$ cat src/rtl/imm_operand_encoder_pkg.sv
// ----------------------------------------------------------------------------
// imm_operand_encoder_pkg
//
// Shared definitions for the operand-2 immediate encoder:
//   - controller state enumeration
//   - search / field-width constants
//   - rol32 helper, used to undo the decoder's right-rotation
//
// A constant V is encodable at rotation r when ROR32(imm8, 2r) == V.
// Equivalently, ROL32(V, 2r) has all of bits [31:8] clear and imm8 is its
// low byte. The encoder searches in that form because it gives the
// immediate directly rather than comparing against 256 candidates.
// ----------------------------------------------------------------------------
package imm_operand_encoder_pkg;

    // Number of even rotations searched (rotate_imm = 0 .. NUM_ROT-1).
    localparam int NUM_ROT = 16;
    // Width of the constant being encoded.
    localparam int DATA_W  = 32;
    // Immediate payload width and rotate field width.
    localparam int IMM8_W  = 8;
    localparam int ROT_W   = 4;
    // Width of the assembled shift_operand field {rotate_imm, eight_immed}.
    localparam int SHOP_W  = ROT_W + IMM8_W;

    typedef enum logic [1:0] {
        ST_IDLE       = 2'd0,
        ST_SEARCH_POS = 2'd1,
        ST_SEARCH_INV = 2'd2,
        ST_DONE       = 2'd3
    } enc_state_t;

    // Rotate left by amt (0..31). The upper half of {v, v} shifted left by
    // amt is exactly the rotated word. This avoids the out-of-range shift
    // that a (v << amt) | (v >> (32 - amt)) form would need at amt = 0.
    function automatic logic [31:0] rol32(input logic [31:0] v,
                                          input logic [4:0]  amt);
        logic [63:0] dbl;
        dbl   = {v, v} << amt;
        rol32 = dbl[63:32];
    endfunction

endpackage : imm_operand_encoder_pkg

$ cat src/rtl/imm_operand_encoder_rot_check.sv
// ----------------------------------------------------------------------------
// imm_rot_check
//
// Purely combinational test of one rotation. It reports whether `value`
// can be written as ROR32({24'b0, imm8}, 2*rot). If it can, it also returns
// the matching imm8.
//
// Ports:
//   value  in   DATA_W  constant under test (already inverted by the caller
//                       for the MVN pass)
//   rot    in   ROT_W   rotate_imm candidate; the real rotation is 2*rot
//   hit    out  1       value is representable at this rotation
//   imm8   out  IMM8_W  eight_immed for this rotation (valid when hit=1)
// ----------------------------------------------------------------------------
module imm_rot_check
    import imm_operand_encoder_pkg::*;
(
    input  logic [DATA_W-1:0] value,
    input  logic [ROT_W-1:0]  rot,
    output logic              hit,
    output logic [IMM8_W-1:0] imm8
);

    logic [DATA_W-1:0]        cand;
    logic [DATA_W-IMM8_W-1:0] upper_nz;

    // Rotating left by 2*rot undoes the decoder's right-rotation. If the
    // constant came from an 8-bit payload, everything above bit 7 is now zero.
    assign cand = rol32(value, {rot, 1'b0});

    // One flag per upper bit, OR-reduced below. This keeps the zero test
    // flat: a single wide NOR over the upper 24 bits.
    generate
        for (genvar gi = 0; gi < DATA_W - IMM8_W; gi++) begin : g_upper
            assign upper_nz[gi] = cand[IMM8_W + gi];
        end
    endgenerate

    assign hit  = ~(|upper_nz);
    assign imm8 = cand[IMM8_W-1:0];

endmodule : imm_rot_check

$ cat src/rtl/imm_operand_encoder.sv
// ----------------------------------------------------------------------------
// imm_operand_encoder
//
// Finds the canonical 12-bit operand-2 immediate {rotate_imm, eight_immed}
// for a 32-bit constant. Each clock checks one rotation, starting at
// rotate_imm = 0, so the first hit is the lowest rotation. If the direct
// search fails and the request allowed it, the search repeats on the
// inverted constant. A hit in that second pass means the constant can be
// built with MVN.
//
// Ports:
//   clk            in   1       clock, rising edge
//   rst            in   1       asynchronous reset, active low
//   in_valid       in   1       request valid
//   in_ready       out  1       request can be accepted (IDLE only)
//   in_value       in   DATA_W  constant to encode
//   allow_inv      in   1       also search ~in_value if the direct search fails
//   out_valid      out  1       result valid, held until out_ready
//   out_ready      in   1       consumer takes the result
//   shift_operand  out  12      {rotate_imm, eight_immed}, 0 when not encodable
//   encodable      out  1       an encoding was found
//   inverted       out  1       the encoding is of ~in_value
//
// Timing, counting the accepting edge as edge 0:
//   direct hit at rotation r    -> out_valid after edge r+1
//   inverted hit at rotation r  -> out_valid after edge NUM_ROT+r+1
//   no encoding                 -> after edge NUM_ROT, or 2*NUM_ROT when the
//                                  inverted pass is enabled
// ----------------------------------------------------------------------------
module imm_operand_encoder #(
    parameter int NUM_ROT = imm_operand_encoder_pkg::NUM_ROT,
    parameter int DATA_W  = imm_operand_encoder_pkg::DATA_W
) (
    input  logic              clk,
    input  logic              rst,
    input  logic              in_valid,
    output logic              in_ready,
    input  logic [DATA_W-1:0] in_value,
    input  logic              allow_inv,
    output logic              out_valid,
    input  logic              out_ready,
    output logic [11:0]       shift_operand,
    output logic              encodable,
    output logic              inverted
);

    import imm_operand_encoder_pkg::*;

    // ------------------------------------------------------------------
    // State and datapath registers
    // ------------------------------------------------------------------
    enc_state_t          state_reg, state_next;
    logic [ROT_W-1:0]    rot_cnt_reg;
    logic [DATA_W-1:0]   value_reg;
    logic                inv_en_reg;
    logic [SHOP_W-1:0]   shop_reg;
    logic                encodable_reg;
    logic                inverted_reg;

    // ------------------------------------------------------------------
    // Rotation checker. During SEARCH_INV it sees the inverted constant.
    // In every other state its outputs are ignored.
    // ------------------------------------------------------------------
    logic [DATA_W-1:0]   check_value;
    logic                check_hit;
    logic [IMM8_W-1:0]   check_imm8;
    logic                last_rot;
    logic                accept;

    assign check_value = (state_reg == ST_SEARCH_INV) ? ~value_reg : value_reg;

    // The counter never wraps by itself. Reaching the last rotation always
    // leads to an explicit state change, which also resets or parks it.
    assign last_rot = (rot_cnt_reg == ROT_W'(NUM_ROT - 1));
    assign accept   = (state_reg == ST_IDLE) && in_valid;

    imm_rot_check u_rot_check (
        .value (check_value),
        .rot   (rot_cnt_reg),
        .hit   (check_hit),
        .imm8  (check_imm8)
    );

    // ------------------------------------------------------------------
    // FSM: state register
    // ------------------------------------------------------------------
    always_ff @(posedge clk or negedge rst) begin
        if (!rst) begin
            state_reg <= ST_IDLE;
        end else begin
            state_reg <= state_next;
        end
    end

    // ------------------------------------------------------------------
    // FSM: next-state logic
    // ------------------------------------------------------------------
    always_comb begin
        state_next = state_reg;
        case (state_reg)
            ST_IDLE: begin
                if (in_valid) begin
                    state_next = ST_SEARCH_POS;
                end
            end
            ST_SEARCH_POS: begin
                if (check_hit) begin
                    state_next = ST_DONE;
                end else if (last_rot) begin
                    state_next = inv_en_reg ? ST_SEARCH_INV : ST_DONE;
                end
            end
            ST_SEARCH_INV: begin
                if (check_hit || last_rot) begin
                    state_next = ST_DONE;
                end
            end
            ST_DONE: begin
                // Leaving DONE always passes through IDLE. A new request is
                // accepted one edge later at the earliest.
                if (out_ready) begin
                    state_next = ST_IDLE;
                end
            end
            default: state_next = ST_IDLE;
        endcase
    end

    // ------------------------------------------------------------------
    // FSM: output logic
    // ------------------------------------------------------------------
    always_comb begin
        in_ready  = 1'b0;
        out_valid = 1'b0;
        case (state_reg)
            ST_IDLE: in_ready  = 1'b1;
            ST_DONE: out_valid = 1'b1;
            default: ;
        endcase
    end

    assign shift_operand = shop_reg;
    assign encodable     = encodable_reg;
    assign inverted      = inverted_reg;

    // ------------------------------------------------------------------
    // Datapath: request capture, rotation counter, result registers
    // ------------------------------------------------------------------
    always_ff @(posedge clk or negedge rst) begin
        if (!rst) begin
            rot_cnt_reg   <= '0;
            value_reg     <= '0;
            inv_en_reg    <= 1'b0;
            shop_reg      <= '0;
            encodable_reg <= 1'b0;
            inverted_reg  <= 1'b0;
        end else begin
            case (state_reg)
                ST_IDLE: begin
                    if (accept) begin
                        value_reg     <= in_value;
                        inv_en_reg    <= allow_inv;
                        rot_cnt_reg   <= '0;
                        // Clear the previous result so a stale encoding is
                        // never visible beside a new request.
                        shop_reg      <= '0;
                        encodable_reg <= 1'b0;
                        inverted_reg  <= 1'b0;
                    end
                end
                ST_SEARCH_POS: begin
                    if (check_hit) begin
                        shop_reg      <= {rot_cnt_reg, check_imm8};
                        encodable_reg <= 1'b1;
                        inverted_reg  <= 1'b0;
                    end else if (!last_rot) begin
                        rot_cnt_reg   <= rot_cnt_reg + 1'b1;
                    end else if (inv_en_reg) begin
                        rot_cnt_reg   <= '0;
                    end else begin
                        shop_reg      <= '0;
                        encodable_reg <= 1'b0;
                        inverted_reg  <= 1'b0;
                    end
                end
                ST_SEARCH_INV: begin
                    if (check_hit) begin
                        shop_reg      <= {rot_cnt_reg, check_imm8};
                        encodable_reg <= 1'b1;
                        inverted_reg  <= 1'b1;
                    end else if (!last_rot) begin
                        rot_cnt_reg   <= rot_cnt_reg + 1'b1;
                    end else begin
                        shop_reg      <= '0;
                        encodable_reg <= 1'b0;
                        inverted_reg  <= 1'b0;
                    end
                end
                default: ;  // DONE: result held stable until accepted
            endcase
        end
    end

endmodule : imm_operand_encoder

$ cat config.mk
export PLATFORM = sky130hd
export DESIGN_NAME = imm_operand_encoder
export DESIGN_NICKNAME = d
export VERILOG_FILES = /design/src/rtl/imm_operand_encoder_pkg.sv /design/src/rtl/imm_operand_encoder_rot_check.sv /design/src/rtl/imm_operand_encoder.sv
export SDC_FILE = /design/constraint.sdc
export NUM_CORES = 1
export LEC_CHECK = 0
export ABC_AREA = 1
export CAP_MARGIN = 5
export CORE_MARGIN = 2
export CORE_UTILIZATION = 40
export CTS_BUF_LIST = sky130_fd_sc_hd__clkbuf_8
export DETAILED_ROUTE_END_ITERATION = 10
export GPL_TIMING_DRIVEN = 0
export RECOVER_POWER = 25
export REMOVE_ABC_BUFFERS = 1
export SYNTH_ARGS = -nofsm -noshare
export SYNTH_HDL_FRONTEND = slang
export SYNTH_SLANG_ARGS = --single-unit
$ cat constraint.sdc
create_clock -name clk -period 2.3 [get_ports clk]
set_input_delay 0.575 -clock clk [delete_from_list [all_inputs] [get_ports clk]]
set_output_delay 0.575 -clock clk [all_outputs]
set_load 0.02 [all_outputs]
==> impl_metrics.toml <==
[critical_path]
max_stage_delay_ns = 0.40
crit_chain = "inv_2, ha_4, buf_12, buf_8, nand2_2, nand2_2, nand2_1, nand3_1, nand3_1, nand2_2, nand2_1, nor2_2, nand2_1, nand2_2, nand3_4, nand2_4, inv_4, nor2_4, nand2_1, nand2_1"
critPathKind = "flip-flop to flip-flop"
cpMostUsedCell = "nand2_1"
required_ns = 2.56
crit_fanout = 8
setup.worst_path.end_class = "flip-flop"
critical_path.top_delay_family = "simple AND/OR/NAND/NOR gates"
worst_path_max_delay_cell = "dfrtp_1"
start_kind = "flip-flop"
critPathBufInv = 4
cp.arrival_ns = 2.83

[power_and_ir_drop]
pwr-share-clk_pct = 7.3
cellLeakagePower_nw = 2.78
p_per_area_nw_per_um2 = 1470
pwr-share-seq_pct = 19.1
ir_drop_mv = 0.597
comb_power_share_pct = 73.7
p_switching_w = 0.00454
switching_share_pct = 55.0
p_int_w = 0.00372

[route]
wl_per_cell_um = 14.7
drc = 0
num_vias = 4592
drtIter0Drc = 259
viasPerCell = 5.22
dr.pass1.iters = 5
wl_um = 12900
antenna_left = 0

[synth]
synthMuxAreaShare_pct = 0.267
synth_adder_area_share_pct = 1.48
synth_area_um2 = 4220
synth_top_cell_by_area = "dfrtp_1"
synth-simple-area-share_pct = 50.3
synth_top_cell_area_share_pct = 31.5
syn_inst = 688
synth_compound_area_share_pct = 6.47
synth-xor-area-share_pct = 0.208
synth_async_sr_flop_share_pct = 100
synthFlopType = "dfrtp_1"
synth-edff-count = 0
synth_top_family_by_area = "simple AND/OR/NAND/NOR gates"
ys.warnings.count = 0
synth.most_common_cell = "nand2_1"
synthTopCellsByCount = "nand2_1, nand3_1, nor2_1, dfrtp_1, inv_1"
synth.distinct_cells = 29
ys_seq_area_share_pct = 31.5
avgSynthCellArea_um2 = 6.13
ys_seq_elements = 53
synth_area_leaders = "dfrtp_1, nand2_1, nand3_1"

[clock_network]
cts-buffers-inserted = 5
htree_levels = 2
cts.sinks = 53
insertion_delay_ns = 0.33
clockRootBuffer = "clkbuf_8"
cts_buffer_depth = 2
cts_tree = "done"
path_clk_slew_ns = 0.10

[timing]
worst_slew_margin_rel_pct = -10.3
maxSlewViolCount = 27
tightest_slew_ns = 1.65
hold_ws_ns = 0.488
hold_viol = 0
fin_worst_skew_ns = 0.0141
setup_violations = 20
setup_ws_ns = -0.273
grt_setup_unrepaired = "true"
fmax_mhz = 389
setup-tns-final_ns = -4.70
min_period_over_period_pct = 112
period_needed_ns = 2.57

[die]
die_x_um = 107
rows = 37
die_h_um = 107
start_util_pct = 41.0
core_area_um2 = 10300
die-area_um2 = 11400
pin_count = 53

[finish]
diodes = 0
drive_gt1_share_pct = 22.1
nFillCells = 1031
largest_register_ffs = 32
final_cells = 879
finalNetCount = 784
area_growth_pct = 33.7

[global_routing]
grt_use_total_pct = 23.5
antenna_found_initial = 0
gr-total-overflow = 0
grt_pass1_vias = 4330
grt_max_degree = 48
grt_pass1_wl_um = 21200

[status]
violations = "capacitance limit, slew limit, setup timing"
status = "finished, violations left"

[placed_design]
portBuffers = 52
dpl.hpwl_um = 7890
place.gp.congestion = 0.872
pre_cts_slack_ns = -2.03
place_inst = 838

[min_path]
hold_path_class = "flip-flop to flip-flop"

[flow_run]
drv_cap = 1
[kinds of logic (layout without fill, tap and decap cells)]
family / count (synthesis) / count (layout)
simple gates: 484 / 486
xor+xnor: 1 / 1
mux: 1 / 1
fa+ha+maj: 5 / 5
flops: 53 / 53
buf+inv: 92 / 145
compound gates: 52 / 52
[worst paths after layout]
kind | start | end | slack [ns] | cells past startpoint
worst max register to register | state_reg[0] | shift_operand[2] | -0.27 | 20
worst min register to register | encodable | encodable | 0.49 | 2
worst max-delay path | state_reg[0] | shift_operand[2] | -0.27 | 20
worst min-delay path | encodable | encodable | 0.49 | 2
min in group asynchronous | rst | value_reg[13] | 0.66 | 1
max in group asynchronous | rst | rot_cnt_reg[0] | 0.48 | 1
[stage by stage]
stage	util [%]	cell area, µm²	power (W)
floorplan	-	3990	0.00497
global placement	45.6	4680	0.00606
detailed placement	46.2	4750	0.00617
CTS	52.8	5420	0.00787
global route	54.9	5640	0.00903
finish	54.9	5640	0.00826
[metal layers]
| layer | vias to the layer above | global-route usage (%) | part of all wire, % |
|---|---|---|---|
| met4 | 0 | 9.55 | 2.5 |
| met1 | 2134 | 31.2 | 46 |
| li1 | 2320 | - | - |
| met5 | - | 0 | 0 |
| met3 | 21 | 2.74 | 4.1 |
| met2 | 117 | 39.1 | 48 |
[worst register-to-register path, delay by kind of cell, from the launching register on]
kind	cells	cell delay, ns
buffers and inverters	4	0.50
adders and majority gates	1	0.18
and+or+nand+nor	15	1.42
DFF	1	0.40
[layout make-up]
cell class | count | area (µm²) | share of cell area (%)
multi-input cells | 545 | 2890 | 51.3
flip-flops and latches | 53 | 1340 | 23.7
repair buffers | 81 | 858 | 15.2
inverters | 51 | 223 | 3.95
well taps | 136 | 170 | 3.02
clock buffers | 7 | 96.3 | 1.71
repair inverters | 5 | 53.8 | 0.954
clock inverters | 1 | 5.00 | 0.0888
[placed cells by master, fill, tap and decap left out, types with 10 or more instances in the layout]
cell type,count
dfrtp_1,50
a21oi_1,33
nor3_1,10
clkdlybuf4s50_1,50
nand3_2,51
nand2_2,38
buf_4,16
nand3_1,83
inv_1,43
nand2_1,223
nor2_1,56
[power by group through the flow]
stage	clock network [W]	registers, W	logic [W]
3_3_place_gp	0	0.00159	0.00447
4_1_cts	0.000629	0.00156	0.00569
3_5_place_dp	0	0.00159	0.00458
6_report	0.000600	0.00158	0.00608
5_1_grt	0.000662	0.00162	0.00674
2_1_floorplan	0	0.00150	0.00347
[repair_timing]
action	CTS	global route
gates cloned	7	1
pin swaps	20	19
hold buffers	0	0
gates resized for setup	90	41
setup endpoints to repair	21	20
setup buffers	20	5
(Power assumes the default switching activity.)
